$ cat config.mk
export PLATFORM = sky130hd
export DESIGN_NAME = prog_loader_flat
export DESIGN_NICKNAME = d
export VERILOG_FILES = /design/src/rtl/prog_loader_pkg.sv /design/src/rtl/prog_loader_if.sv /design/src/rtl/prog_loader_word_assembler.sv /design/src/rtl/prog_loader.sv /design/src/flat_wrapper.sv
export SDC_FILE = /design/constraint.sdc
export NUM_CORES = 1
export LEC_CHECK = 0
export CAP_MARGIN = 10
export CORE_AREA = 5 5 101 93
export DETAILED_ROUTE_END_ITERATION = 6
export DIE_AREA = 0 0 106 98
export PLACE_DENSITY = 0.73
export SLEW_MARGIN = 20
export SYNTH_ARGS = -nofsm -noshare
export SYNTH_HDL_FRONTEND = slang
export SYNTH_SLANG_ARGS = --single-unit
$ cat constraint.sdc
create_clock -name clk -period 5.6 [get_ports clk]
set_input_delay 1.12 -clock clk [delete_from_list [all_inputs] [get_ports clk]]
set_output_delay 1.12 -clock clk [all_outputs]
set_load 0.01 [all_outputs]
$ cat src/rtl/prog_loader_pkg.sv
// prog_loader_pkg: loader FSM states and stream command bytes shared by the boot loader.
package prog_loader_pkg;
  typedef enum logic [2:0] {CMD, CNT_LO, CNT_HI, DATA, CSUM, RUN, ERR} loader_state_e;
  localparam logic [7:0] LDR_CMD_IMEM = 8'h01;
  localparam logic [7:0] LDR_CMD_DMEM = 8'h02;
  localparam logic [7:0] LDR_CMD_GO   = 8'hFF;
endpackage

$ cat src/rtl/prog_loader_if.sv
// prog_loader_if: byte stream valid/ready handshake feeding the program loader.
interface prog_loader_if;
  logic       s_valid;
  logic [7:0] s_data;
  logic       s_ready;
  modport master(output s_valid, s_data, input s_ready);
  modport slave(input s_valid, s_data, output s_ready);
endinterface

$ cat src/rtl/prog_loader_word_assembler.sv
// prog_loader_word_assembler: packs little-endian bytes into 32-bit words, flags the 4th byte.
module prog_loader_word_assembler (
  input  logic        clk,
  input  logic        rst_,
  input  logic        clr,
  input  logic        en,
  input  logic [7:0]  data,
  output logic [31:0] word,
  output logic        word_valid
);
  logic [1:0]  cnt;
  logic [23:0] sh;
  always_ff @(posedge clk) begin
    if (!rst_ || clr) begin
      cnt <= '0;
      sh  <= '0;
    end else if (en) begin
      cnt <= cnt + 2'd1;
      sh  <= {data, sh[23:8]};
    end
  end
  assign word_valid = en && cnt == 2'd3;
  assign word       = {data, sh};
endmodule

$ cat src/rtl/prog_loader.sv
// prog_loader: boot-time byte-stream loader for cpu4 i/d memories; holds cpu in reset until GO.
// Optional per-block checksum byte enabled by defining PROG_LOADER_CSUM_EN.
module prog_loader
  import prog_loader_pkg::*;
#(
  parameter int IMEM_AW = 8,
  parameter int DMEM_AW = 8,
  localparam int AW = IMEM_AW > DMEM_AW ? IMEM_AW : DMEM_AW
) (
  input  logic          clk,
  input  logic          rst_,
  prog_loader_if.slave  bus,
  output logic          imem_we,
  output logic          dmem_we,
  output logic [AW-1:0] mem_addr,
  output logic [31:0]   mem_wdata,
  output logic          cpu_rst_,
  output logic          done,
  output logic          error
);
  localparam logic [16:0] IDEPTH = 17'(2 ** IMEM_AW);
  localparam logic [16:0] DDEPTH = 17'(2 ** DMEM_AW);
`ifdef PROG_LOADER_CSUM_EN
  localparam loader_state_e BLK_END = CSUM;
  logic [7:0] csum;
`else
  localparam loader_state_e BLK_END = CMD;
`endif
  loader_state_e state, nxt;
  logic          xfer, tgt_imem, word_valid;
  logic [7:0]    cnt_lo;
  logic [15:0]   wcnt;
  logic [16:0]   n;
  logic [31:0]   word;
  assign bus.s_ready = state != RUN && state != ERR;
  assign xfer        = bus.s_valid && bus.s_ready;
  assign n           = {1'b0, bus.s_data, cnt_lo};
  assign cpu_rst_    = state == RUN;
  assign done        = state == RUN;
  assign error       = state == ERR;
  prog_loader_word_assembler u_word_assembler (
    .clk(clk), .rst_(rst_), .clr(state != DATA), .en(xfer && state == DATA),
    .data(bus.s_data), .word(word), .word_valid(word_valid)
  );
  always_ff @(posedge clk) begin
    if (!rst_) state <= CMD;
    else state <= nxt;
  end
  always_comb begin
    nxt = state;
    case (state)
      CMD:    if (xfer) nxt = (bus.s_data == LDR_CMD_IMEM || bus.s_data == LDR_CMD_DMEM) ? CNT_LO :
                              bus.s_data == LDR_CMD_GO ? RUN : ERR;
      CNT_LO: if (xfer) nxt = CNT_HI;
      CNT_HI: if (xfer) nxt = n == '0 ? BLK_END : n > (tgt_imem ? IDEPTH : DDEPTH) ? ERR : DATA;
      DATA:   if (word_valid && wcnt == 16'd1) nxt = BLK_END;
`ifdef PROG_LOADER_CSUM_EN
      CSUM:   if (xfer) nxt = 8'(csum + bus.s_data) == 8'd0 ? CMD : ERR;
`endif
      default: ;
    endcase
  end
  // Strobe, address and data are registered together, so all three land one cycle after the 4th byte.
  always_ff @(posedge clk) begin
    if (!rst_) begin
      tgt_imem  <= 1'b0;
      cnt_lo    <= '0;
      wcnt      <= '0;
      mem_addr  <= '0;
      mem_wdata <= '0;
      imem_we   <= 1'b0;
      dmem_we   <= 1'b0;
    end else begin
      imem_we  <= word_valid && tgt_imem;
      dmem_we  <= word_valid && !tgt_imem;
      mem_addr <= (xfer && state == CMD) ? '0 : (imem_we || dmem_we) ? mem_addr + 1'b1 : mem_addr;
      if (xfer && state == CMD) tgt_imem <= bus.s_data == LDR_CMD_IMEM;
      if (xfer && state == CNT_LO) cnt_lo <= bus.s_data;
      if (xfer && state == CNT_HI) wcnt <= n[15:0];
      else if (word_valid) wcnt <= wcnt - 16'd1;
      if (word_valid) mem_wdata <= word;
    end
  end
`ifdef PROG_LOADER_CSUM_EN
  always_ff @(posedge clk) begin
    if (!rst_) csum <= '0;
    else if (xfer && state == CMD) csum <= '0;
    else if (xfer && state == DATA) csum <= csum + bus.s_data;
  end
`endif
endmodule

$ cat src/flat_wrapper.sv
// flat-port wrapper written by rule: the top's interface ports become plain ports
module prog_loader_flat import prog_loader_pkg::*;
#(
  parameter int IMEM_AW = 8,
  parameter int DMEM_AW = 8,
  localparam int AW = IMEM_AW > DMEM_AW ? IMEM_AW : DMEM_AW
)
  (clk, rst_, imem_we, dmem_we, mem_addr, mem_wdata, cpu_rst_, done, error, bus_s_valid, bus_s_data, bus_s_ready);
  prog_loader_if bus_i ();
  input  logic clk;
  input  logic rst_;
  output logic imem_we;
  output logic dmem_we;
  output logic [AW-1:0] mem_addr;
  output logic [31:0] mem_wdata;
  output logic cpu_rst_;
  output logic done;
  output logic error;
  input wire logic [$bits(bus_i.s_valid)-1:0] bus_s_valid;
  input wire logic [$bits(bus_i.s_data)-1:0] bus_s_data;
  output wire logic [$bits(bus_i.s_ready)-1:0] bus_s_ready;
  assign bus_i.s_valid = bus_s_valid;
  assign bus_i.s_data = bus_s_data;
  assign bus_s_ready = bus_i.s_ready;
  prog_loader #(.IMEM_AW(IMEM_AW), .DMEM_AW(DMEM_AW)) u_core (.clk(clk), .rst_(rst_), .bus(bus_i), .imem_we(imem_we), .dmem_we(dmem_we), .mem_addr(mem_addr), .mem_wdata(mem_wdata), .cpu_rst_(cpu_rst_), .done(done), .error(error));
endmodule
# After elaboration in Yosys (flattened, before gate mapping)
# Cells that the tools add are included.
# op_classes
addsub	3
n_lt_le_gt_ge	1
eq_ne	17
n_mux	11
bitwise_logic	1
reduce_logical	21
# op_table
operator	count
$mux W16	2
$mux W3	7
$logic_not A17 Y1	1
$eq A16 B1 Y1 const B	1
$gt A16 B9 Y1 const B	1
$sub A16 B1 Y16 const B	1
$pmux W3 S4	1
$logic_and A1 B1 Y1	10
$add A8 B1 Y8 const B	1
$eq A8 B1 Y1 const B	1
$eq A8 B2 Y1 const B	1
$eq A8 B8 Y1 const B	1
$eq A3 B2 Y1 const B	2
$eq A3 B3 Y1 const B	2
$ne A2 B1 Y1 const B	3
$ne A3 B3 Y1 const B	2
$reduce_and A5 Y1	1
$reduce_bool A4 Y1	1
$eq A3 B1 Y1 const B	1
$logic_not A3 Y1	1
$logic_or A1 B1 Y1	3
$ne A3 B2 Y1 const B	1
$add A2 B1 Y2 const B	1
$eq A2 B2 Y1 const B	1
other kinds (6)	7
# totals
reg_bits	96
input_bits	11
out_inout_bits	46
wordCells	64

# Depth between registers and ports, before layout
# logic_depth
ltp_word	8
mapped_depth	8

# Modules after synthesis
# Synthesis repeated with hierarchy kept, for this count alone.
# hier_totals
hier_cells	417
area_unflattened_um2	4023.9
# modules_own_cells
mod	instances	cells_per_inst	area_per_inst_um2	seq_area_each_um2
prog_loader	1	322	2976.6	1401.3
prog_loader_word_assembler	1	95	1047.3	520.5

# Worst setup path after synthesis
# OpenSTA, ideal clock, no wires.
# synth_path
path_type	input to register
startpoint	in bus_s_valid
endpoint	reg u_core.wcnt[5]
setup_ns	0.074
arrival_ns	2.302
t_required_ns	5.526
setup_slack_ns	3.223
cell_stages	6
path_cell_list	buf_2 -> nor4bb_1 -> clkbuf_1 -> clkbuf_1 -> nand2_1 -> a31oi_1
# synth_via
elab_chain_len	4
# synth_rtl
item	line_no	rtl
start: declaration	flat_wrapper.sv:19	input wire logic [$bits(bus_i.s_valid)-1:0] bus_s_valid;
$logic_and A1 B1 Y1 (*)	prog_loader.sv:36	assign xfer = bus.s_valid && bus.s_ready;
$logic_and A1 B1 Y1	prog_loader.sv:42	.clk(clk), .rst_(rst_), .clr(state != DATA), .en(xfer && state == DATA),
$logic_and A1 B1 Y1	prog_loader_word_assembler.sv:22	assign word_valid = en && cnt == 2'd3;
$reduce_bool A2 Y1 (no line)	n/a	
end signal: assignment	prog_loader.sv:79	if (xfer && state == CNT_HI) wcnt <= n[15:0];
end signal: assignment	prog_loader.sv:80	else if (word_valid) wcnt <= wcnt - 16'd1;
end: declaration	prog_loader.sv:32	logic [15:0] wcnt;
# Every way passes the cells marked *; elsewhere a longest branch is shown, timed or not.
# A chain may end at the register's enable or synchronous reset.

# Final worst setup path
# layout_path
startpoint	in rst_
endpoint	reg u_core.mem_wdata[15]
# layout_lines
item	line_no	rtl
start: declaration	flat_wrapper.sv:11	input logic rst_;
end signal: assignment	prog_loader.sv:81	if (word_valid) mem_wdata <= word;
end: declaration	prog_loader.sv:16	output logic [31:0] mem_wdata,
# No word-level cell between the ends.

==> impl_metrics.py <==
metrics = {
    "sta": {
        "final.period_utilization_pct": 55.8,
        "max_slew_margin_pct": 32.3,
        "slew_viol_final": 0,
        "tightest_slew_ps": 1010,
        "rsz0062_at_grt": "no",
        "hold_viol": 0,
        "period_minus_slack_ps": 3130,
        "fmax_mhz": 320,
        "finalSetupTns_ps": 0,
        "setup_viol_count_final": 0,
        "fin_worst_skew_ps": 11.0,
    },
    "routing": {
        "drt-initial-drc-count": 171,
        "wl_per_cell_um": 15.5,
        "drcViolationCount": 0,
        "wl_mm": 9.61,
        "firstDrtPassIters": 4,
        "ant_nets": 0,
        "viasPerCell": 5.63,
        "vias": 3482,
    },
    "setup_path": {
        "cp_max_fo": 35,
        "cp_num_buf_inv": 3,
        "critPathSlowestCell": "clkinv_1",
        "cp_data_arrival_time_ps": 3420,
        "critical_path.cell_chain": "clkdlybuf4s50_1 > clkinv_1 > buf_4 > a21oi_1",
        "slowest_delay_ps": 900,
        "crit_type": "input port to flip-flop",
        "critPathTopFamily": "buffers and inverters",
        "setup.worst_path.end_class": "flip-flop",
        "cp_num_cells": 4,
        "r2r-end": "u_core.state[0]$_SDFFE_PN0P_",
        "cp-startpoint": "rst_",
        "worstRegToRegCells": 4,
        "setup.worst_path.start_class": "input port",
        "endpoint": "u_core.mem_wdata[15]$_SDFFE_PN0P_",
        "regToRegSetupSlack_ps": 3530,
        "critPathRequiredTime_ps": 5900,
        "r2r_start": "u_core.wcnt[11]$_SDFFE_PN0P_",
    },
    "global_routing": {
        "grt_pass1_wl_mm": 16.1,
        "track_usage_pct": 19.0,
        "grt_max_degree": 37,
        "antenna_found_initial": 0,
        "grt-ovfl-total": 0,
        "first_global_vias": 3337,
    },
    "clock_network": {
        "ctsResizeCount": 0,
        "cts_buffers": 9,
        "htreeDepth": 3,
        "worstSkewPairLatency_ps": 360,
        "clock_path_buffers": 2,
        "cts_setup_buffers": 0,
        "cts.sinks": 96,
        "root_buffer": "clkbuf_8",
        "clkTransAtPathRegs_ps": 100,
        "cts_hold_buffers": 0,
        "cts_tree": "built",
    },
    "logic_synthesis": {
        "ys_warn_count": 0,
        "yosysMostFrequentCell": "nand2_1",
        "synth_area_leaders": "dfxtp_1 (48%), nand2_1 (9.8%), mux2i_1 (6.2%)",
        "synth-edff-count": 0,
        "synth_top_area_share_pct": 48.0,
        "yosys-top-cells-count": "nand2_1 (105), dfxtp_1 (96), a21oi_1 (47)",
        "synth-seq-area-share_pct": 48.0,
        "ys_seq_elements": 96,
        "synth_area_sq_mm": 0.00401,
        "synth_area_leader_cell": "dfxtp_1",
        "syn-instance-count": 476,
        "synthFlopType": "dfxtp_1",
        "syn-num-nets": 491,
        "syn_avg_cell_area_sq_um": 8.42,
        "ys_types": 52,
        "async_flop_share_pct": 0,
    },
    "floorplanning": {
        "die_area_sq_mm": 0.0104,
        "core-area_sq_mm": 0.00833,
        "rows": 32,
        "start_util_pct": 48.1,
        "chipWidth_um": 106,
        "die_h_um": 98,
        "ios": 57,
    },
    "placed_design": {
        "placed_area_sq_mm": 0.00458,
        "globalplace.congestion": 0.920,
        "port_buffers": 56,
        "hpwl_mm": 6.58,
    },
    "finish": {
        "multiInputGateArea_sq_mm": 0.00193,
        "finish.utilization_pct": 57.3,
        "stdcell_area_sq_mm": 0.00477,
        "nNetsFinal": 527,
        "nFillCells": 783,
        "area_growth_pct": 19.1,
        "drive_gt1_share_pct": 5.61,
        "num_antenna_cells": 0,
        "register_area_sq_mm": 0.00192,
    },
    "min_path": {
        "hold_class": "flip-flop to flip-flop",
    },
    "run_status": {
        "status": "complete, no violations",
    },
    "power": {
        "p_leak_nw": 1.64,
        "peakVddDrop_uv": 136,
        "powerDensity_mw_per_mm2": 257,
    },
    "run": {
        "drv_cap": 0,
    },
}
==> where the power goes <==
group	internal (mW)	switching [mW]
Clock	0.180	0.253
Sequential	0.690	0.0115
Combinational	0.0369	0.0562
Total	0.907	0.321
==> through the flow <==
stage / setup slack, ps / hold slack [ps] / power (mW) / instances
2_1_floorplan: 3220 / 416 / 0.777 / 476
3_3_place_gp: 1930 / 435 / 0.807 / 603
3_5_place_dp: 1850 / 448 / 0.808 / 603
4_1_cts: 2230 / 461 / 1.24 / 619
5_1_grt: 2320 / 492 / 1.28 / 619
6_report: 2470 / 457 / 1.23 / 619
==> tightest hold or removal path: stages, from the launching register on <==
cell and delay [ps]:
dfxtp_1 320, nand2_1 50, a21oi_1 50
==> worst min-delay path by stage <==
stage                                                    start  slack (ps)  depth (start not counted)                           endpoint
finish                       u_core.mem_wdata[30]$_SDFFE_PN0P_         460                          2  u_core.mem_wdata[30]$_SDFFE_PN0P_
global route        u_core.u_word_assembler.sh[3]$_SDFFE_PP0P_         490                          2   u_core.mem_wdata[3]$_SDFFE_PN0P_
CTS                          u_core.mem_wdata[30]$_SDFFE_PN0P_         460                          2  u_core.mem_wdata[30]$_SDFFE_PN0P_
detailed placement            u_core.mem_wdata[7]$_SDFFE_PN0P_         450                          2   u_core.mem_wdata[7]$_SDFFE_PN0P_
global placement                  u_core.tgt_imem$_SDFFE_PN0P_         430                          1          u_core.dmem_we$_SDFF_PN0_
floorplan                         u_core.tgt_imem$_SDFFE_PN0P_         420                          1          u_core.dmem_we$_SDFF_PN0_
==> metal layers <==
metal  vias up  global-route usage, %  routed length [um]
met5         -                      0                   0
met4         0                   6.37                 150
met3        12                   4.82                 513
met2        80                   31.3                4690
met1      1674                   24.5                4260
li1       1716                      -                   -
==> layout by cell type (no fill, tap or decap), types with 2 or more instances in the layout <==
| cell | count |
|---|---|
| nand2_1 | 104 |
| nor3_1 | 5 |
| nand4_1 | 6 |
| dfxtp_1 | 96 |
| nor2b_1 | 3 |
| nand3b_1 | 2 |
| o21a_1 | 2 |
| clkinv_4 | 3 |
| or3_2 | 2 |
| o211ai_1 | 6 |
| and3b_1 | 2 |
| nor4_1 | 6 |
| nand3_1 | 10 |
| xnor2_1 | 5 |
| clkbuf_8 | 10 |
| buf_4 | 2 |
| o41ai_1 | 2 |
| ha_1 | 4 |
| or3_1 | 9 |
| a31oi_1 | 9 |
| a2bb2oi_1 | 2 |
| inv_1 | 9 |
| a21o_1 | 2 |
| o2111ai_1 | 3 |
| clkdlybuf4s50_1 | 55 |
| o21ai_0 | 5 |
| o311ai_0 | 6 |
| nor2_1 | 39 |
| a2111oi_0 | 2 |
| xor2_1 | 4 |
| a21oi_1 | 47 |
| nor3b_1 | 2 |
| mux2i_1 | 25 |
| and2_1 | 4 |
==> registers in the layout, indices dropped and copies added (netlist names) <==
name	count
u_core.mem_addr	8
u_core.dmem_we	1
u_core.u_word_assembler.cnt	2
u_core.state	3
u_core.imem_we	1
u_core.u_word_assembler.sh	24
u_core.wcnt	16
u_core.mem_wdata	32
u_core.cnt_lo	8
u_core.tgt_imem	1
==> kinds of logic after synthesis <==
kind of cell / after synthesis / synth area share, %
AOI/OAI and AO/OA: 93 / 14.7
xor gates and xnor gates: 9 / 1.97
adders and majority gates: 4 / 1.25
buffers and inverters: 43 / 4.21
DFF: 96 / 48.0
muxes: 25 / 6.24
and+or+nand+nor: 206 / 23.7
==> layout make-up <==
type | instances | area share [%]
clock buffer | 10 | 2.88
clock inverter | 6 | 1.07
inverter | 10 | 0.786
multi-input combinational | 337 | 40.4
sequential | 96 | 40.3
tap | 102 | 2.67
timing repair buffer | 58 | 12.0
Power figures use the tool's default switching activity.
==> RTL change 1: new RTL, same settings <==
Take the reset off `mem_addr` and load it in a clocked block of its own.
--- a/src/rtl/prog_loader.sv
+++ b/src/rtl/prog_loader.sv
@@ -66,20 +66,22 @@
       tgt_imem  <= 1'b0;
       cnt_lo    <= '0;
       wcnt      <= '0;
-      mem_addr  <= '0;
       mem_wdata <= '0;
       imem_we   <= 1'b0;
       dmem_we   <= 1'b0;
     end else begin
       imem_we  <= word_valid && tgt_imem;
       dmem_we  <= word_valid && !tgt_imem;
-      mem_addr <= (xfer && state == CMD) ? '0 : (imem_we || dmem_we) ? mem_addr + 1'b1 : mem_addr;
       if (xfer && state == CMD) tgt_imem <= bus.s_data == LDR_CMD_IMEM;
       if (xfer && state == CNT_LO) cnt_lo <= bus.s_data;
       if (xfer && state == CNT_HI) wcnt <= n[15:0];
       else if (word_valid) wcnt <= wcnt - 16'd1;
       if (word_valid) mem_wdata <= word;
     end
+  end
+
+  always_ff @(posedge clk) begin
+    mem_addr <= (xfer && state == CMD) ? '0 : (imem_we || dmem_we) ? mem_addr + 1'b1 : mem_addr;
   end
 `ifdef PROG_LOADER_CSUM_EN
   always_ff @(posedge clk) begin
Function: differs if rst_ is asserted again (counterexample within 10 cycles, from zero or initial values and one cycle with rst_ low); with rst_ held inactive, the same outputs for 10 cycles.
==> RTL change 1 against the original RTL <==
- power decreased by 0.65%
- clock power down 2%
- sequential cell count did not move
- wire length is 0.29% higher
- clock skew decreased by 1.4 ps
- design area down 3.3%
- setup slack worse by 120 ps
- area after synthesis decreased by 4.1%
==> RTL change 1: results <==
metrics = {
    "detailed_routing": {
        "met1Wirelength_um": 4510,
        "dr.pass1.iters": 4,
        "wl_per_cell_um": 15.6,
        "wl_met2_um": 4420,
        "met3_length_um": 555,
        "vias": 3467,
        "drt_iter0_markers": 193,
    },
    "synth": {
        "synth_xor_area_share_pct": 1.37,
        "synth_compound_area_share_pct": 17.8,
        "synth_cell_type_count": 44,
        "muxShareOfSynthArea_pct": 0.554,
        "yosys-top-cells-count": "nand2_1, dfxtp_1, a21oi_1",
        "ys_seq_area_share_pct": 50.0,
        "synth-main-ff-cell": "dfxtp_1",
        "postSynth.asyncResetShare_pct": 0,
        "synth_nets": 486,
        "synth_area_leaders": "dfxtp_1, nand2_1, a21oi_1",
        "synth_adder_area_share_pct": 1.30,
        "synth-warning-count": 0,
    },
    "clock_tree": {
        "clk_path_buf_depth": 2,
        "clk_pin_slew_ps": 100,
        "post-cts-setup-buffers": 0,
        "cts_made_buffers": 9,
        "cts-root-buf": "clkbuf_8",
        "clock_latency_ps": 350,
    },
    "final_layout": {
        "fin_nets": 525,
        "antennaDiodeCount": 0,
        "drive_above_1_share_pct": 6.21,
    },
    "global_route": {
        "use_met1_pct": 25.4,
        "groute.usage.overall_pct": 19.0,
        "globalRouteMet2Util_pct": 30.5,
        "grt_pass1_wl_um": 16100,
        "grt_max_degree": 57,
        "gr-usage-met3_pct": 4.10,
        "antenna_found_initial": 0,
        "first_global_vias": 3216,
    },
    "worst_setup_path": {
        "r2r_cells": 7,
        "worstPathMaxFanout": 29,
        "arrival_ps": 3530,
        "crit_family": "simple AND/OR/NAND/NOR gates",
        "r2r_setup_slack_ps": 3180,
        "timing.rr.end": "u_core.wcnt[0]$_SDFFE_PN0P_",
        "crit_path_max_incr_delay_ps": 550,
        "r2r-start": "u_core.state[2]$_SDFFE_PN0P_",
        "worst_path_max_delay_cell": "clkdlybuf4s50_1",
    },
    "power": {
        "leakage_uw": 0.00151,
        "ir_worst_vdd_mv": 0.123,
    },
    "placed_design": {
        "io_buffers": 56,
        "pre_cts_ws_ps": 1980,
        "gp_congestion": 0.845,
        "placed_cell_area_sq_um": 4440,
        "post-dp-hpwl_um": 6520,
    },
    "timing": {
        "skew_ps": 9.58,
        "whs_ps": 453,
        "tightest_slew_ps": 955,
    },
    "min_path": {
        "holdPathEnd": "u_core.dmem_we$_SDFF_PN0_",
        "worstHoldStart": "u_core.tgt_imem$_SDFFE_PN0P_",
        "holdPathStages": 1,
    },
    "floorplanning": {
        "rows": 32,
    },
    "status": {
        "outcome": "finished, final reports clean",
    },
}
RTL change 1: changes by cell type in the layout (fill, tap and decap cells not counted), moves of 5 or more:
| cell | change |
|---|---|
| o22ai_1 | +26 |
| mux2i_1 | -24 |
| nor2_1 | +11 |
| a21oi_1 | +8 |
| inv_1 | -5 |
RTL change 1: power by group:
part / leakage, uW / internal [uW] / switching, uW
clock: 0.0000825 / 169 / 255
sequential: 0.000774 / 691 / 11.5
combinational: 0.000656 / 34.7 / 58.4
total: 0.00151 / 894 / 325
RTL change 1: worst max path at each step:
stage,depth (start not counted),slack [ps],endpoint,from
final,7,2350,u_core.wcnt[15]$_SDFFE_PN0P_,bus_s_valid
after global routing,7,2170,u_core.wcnt[15]$_SDFFE_PN0P_,bus_s_valid
after CTS,7,2370,u_core.wcnt[15]$_SDFFE_PN0P_,bus_s_valid
after detailed placement,7,1980,u_core.wcnt[15]$_SDFFE_PN0P_,bus_s_valid
after global placement,7,2070,u_core.wcnt[15]$_SDFFE_PN0P_,bus_s_valid
after floorplan,5,2990,u_core.state[0]$_SDFFE_PN0P_,bus_s_data[2]
RTL change 1: area by class of cell:
type / instances / area (sq um)
multi-input combinational: 339 / 1780
clock inverter: 6 / 53.8
timing repair buffer: 60 / 591
fill: 790 / 3710
inverter: 4 / 15.0
tap: 102 / 128
clock buffer: 10 / 128
sequential: 96 / 1920
RTL change 1: through the flow:
step	utilization, %	std cells
after detailed placement	53.3	601
after floorplan	-	471
after global routing	55.5	617
final	55.5	617
after CTS	55.5	617
after global placement	53.3	601
==> RTL change 2: new RTL, same settings <==
Made on the original files. `IMEM_AW` is set to 8 in 2 places; all go to 7.
--- a/src/rtl/prog_loader.sv
+++ b/src/rtl/prog_loader.sv
@@ -3,7 +3,7 @@
 module prog_loader
   import prog_loader_pkg::*;
 #(
-  parameter int IMEM_AW = 8,
+  parameter int IMEM_AW = 7,
   parameter int DMEM_AW = 8,
   localparam int AW = IMEM_AW > DMEM_AW ? IMEM_AW : DMEM_AW
 ) (
--- a/src/flat_wrapper.sv
+++ b/src/flat_wrapper.sv
@@ -1,7 +1,7 @@
 // flat-port wrapper written by rule: the top's interface ports become plain ports
 module prog_loader_flat import prog_loader_pkg::*;
 #(
-  parameter int IMEM_AW = 8,
+  parameter int IMEM_AW = 7,
   parameter int DMEM_AW = 8,
   localparam int AW = IMEM_AW > DMEM_AW ? IMEM_AW : DMEM_AW
 )
Formal check against the unedited RTL: not equivalent (Yosys sat finds a counterexample within 4 cycles, from zero or initial values and one cycle with rst_ low).
==> RTL change 2 against the original RTL <==
- register-to-register slack got worse by 290 ps
- worst hold slack improved by 1.9 ps
- design area rose by 0.79%
- sequential cell count did not move
- area after synthesis barely moved
- setup slack got worse by 260 ps
- highest routed layer unchanged
- wire length rose by 1.4%
- utilization rose by 0.45 points
- clock skew fell by 5.1 ps
- power rose by 2.7%
- critical endpoint is now u_core.wcnt[9]$_SDFFE_PN0P_
- non-clock buffer count rose by 3
==> RTL change 2: results <==
metrics = {
    "status": {
        "outcome": "finished, final reports clean",
    },
    "synth": {
        "yosysMostFrequentCell": "nand2_1",
        "ys_seq_area_share_pct": 48.0,
        "yosys-top-cells-count": "nand2_1, dfxtp_1, a21oi_1",
        "synth_edf_count": 0,
        "synth-warning-count": 0,
        "synth_nets": 492,
        "synth_cell_type_count": 52,
        "synth_area_leaders": "dfxtp_1, nand2_1, a21oi_1",
    },
    "worst_setup_path": {
        "r2r_cells": 6,
        "timing.rr.end": "u_core.wcnt[9]$_SDFFE_PN0P_",
        "arrival_ps": 3680,
        "crit_path_max_incr_delay_ps": 490,
        "r2r_setup_slack_ps": 3240,
        "worstPathMaxFanout": 30,
        "r2r-start": "u_core.state[2]$_SDFFE_PN0P_",
        "worst_path_max_delay_cell": "nand2_1",
    },
    "min_path": {
        "worstHoldStart": "u_core.mem_wdata[12]$_SDFFE_PN0P_",
        "hold_class": "flop to flop",
        "holdPathEnd": "u_core.mem_wdata[12]$_SDFFE_PN0P_",
    },
    "global_route": {
        "antenna_found_initial": 0,
        "gr-usage-met3_pct": 5.68,
        "grt_pass1_wl_um": 16300,
        "grt_max_degree": 58,
        "use_met1_pct": 25.5,
        "first_global_vias": 3323,
        "globalRouteMet2Util_pct": 30.0,
        "groute.usage.overall_pct": 19.2,
    },
    "timing": {
        "tightest_slew_ps": 880,
        "skew_ps": 5.85,
        "fin_crit_ps": 3390,
    },
    "clock_tree": {
        "clk_path_buf_depth": 2,
        "clk_pin_slew_ps": 90,
        "cts_made_buffers": 9,
        "post-cts-setup-buffers": 0,
        "cts_resized": 0,
        "h-tree-depth": 3,
        "clock_latency_ps": 360,
        "cts-root-buf": "clkbuf_8",
    },
    "power": {
        "ir_worst_vdd_mv": 0.183,
        "leakage_uw": 0.00165,
        "internal_power_uw": 948,
    },
    "placed_design": {
        "pre_cts_ws_ps": 1880,
        "post-dp-hpwl_um": 6600,
        "gp_congestion": 0.915,
    },
    "detailed_routing": {
        "vias": 3462,
        "dr.pass1.iters": 5,
        "drt_iter0_markers": 205,
        "totalWireLength_um": 9750,
    },
    "final_layout": {
        "reg_top3": "u_core.mem_wdata (32), u_core.u_word_assembler.sh (24), u_core.wcnt (16)",
        "antennaDiodeCount": 0,
        "fin_nets": 535,
        "drive_above_1_share_pct": 5.56,
    },
}
-- RTL change 2: cell types whose count changed after synthesis, moves of 4 or more --
cell	before	now
nor2_1	39	49
a21oi_1	47	55
o21ai_0	5	13
clkbuf_1	27	21
nor4_1	6	1
o311ai_0	6	1
nand3_1	10	6
-- RTL change 2: kinds of logic (layout without fill, tap and decap cells) --
kind of cell / after synthesis / after routing / synth area share (%)
adder cells (fa/ha/maj): 6 / 6 / 1.87
buffers and inverters: 36 / 83 / 3.56
AO/OA/AOI/OAI: 95 / 95 / 14.2
AND/OR/NAND/NOR: 207 / 207 / 23.9
multiplexers: 26 / 26 / 6.50
flip-flops: 96 / 96 / 48.0
XOR/XNOR: 9 / 9 / 1.97
-- RTL change 2: power groups by stage --
stage                     Clock (uW)  Combinational [uW]  Sequential, uW
final                            455                 102             704
after global routing             496                 113             706
after CTS                        466                 102             703
after detailed placement           0                 101             719
after global placement             0                99.4             719
after floorplan                    0                72.4             714
-- RTL change 2: routing by layer --
metal	routed length, um	share of wire [%]
met5	0	0
met4	151	1.5
met1	4420	45
met3	578	5.9
met2	4600	47
-- RTL change 2: area by class of cell --
| type | count | area [sq um] |
|---|---|---|
| inverter | 7 | 26.3 |
| timing repair buffer | 61 | 598 |
| clock buffer | 11 | 141 |
| clock inverter | 4 | 53.8 |
| multi-input combinational | 343 | 1940 |
| sequential | 96 | 1920 |
| tap | 102 | 128 |
| fill | 754 | 3520 |
-- RTL change 2: stage by stage --
stage | total power [uW] | utilization [%] | instance area [sq um] | cells | hold slack [ps]
2_1_floorplan | 786 | - | 4010 | 475 | 431
3_3_place_gp | 818 | 55.4 | 4620 | 609 | 448
3_5_place_dp | 820 | 55.4 | 4620 | 609 | 447
4_1_cts | 1270 | 57.8 | 4810 | 624 | 464
5_1_grt | 1310 | 57.8 | 4810 | 624 | 477
6_report | 1260 | 57.8 | 4810 | 624 | 459
-- RTL change 2: worst max-delay path by stage --
| stage | startpoint | end | cells past startpoint |
|---|---|---|---|
| after CTS | bus_s_valid | u_core.wcnt[9]$_SDFFE_PN0P_ | 8 |
| after detailed placement | bus_s_valid | u_core.wcnt[9]$_SDFFE_PN0P_ | 8 |
| after global placement | bus_s_valid | u_core.wcnt[9]$_SDFFE_PN0P_ | 8 |
| final | bus_s_valid | u_core.wcnt[9]$_SDFFE_PN0P_ | 8 |
| after floorplan | bus_s_data[2] | u_core.state[0]$_SDFFE_PN0P_ | 5 |
| after global routing | bus_s_valid | u_core.wcnt[4]$_SDFFE_PN0P_ | 8 |
-- RTL change 2: worst max-delay path: cells and delay by family --
kind,cells,cell delay (ps)
AO/OA/AOI/OAI,2,220
buffers and inverters,3,1300
AND/OR/NAND/NOR,3,1020
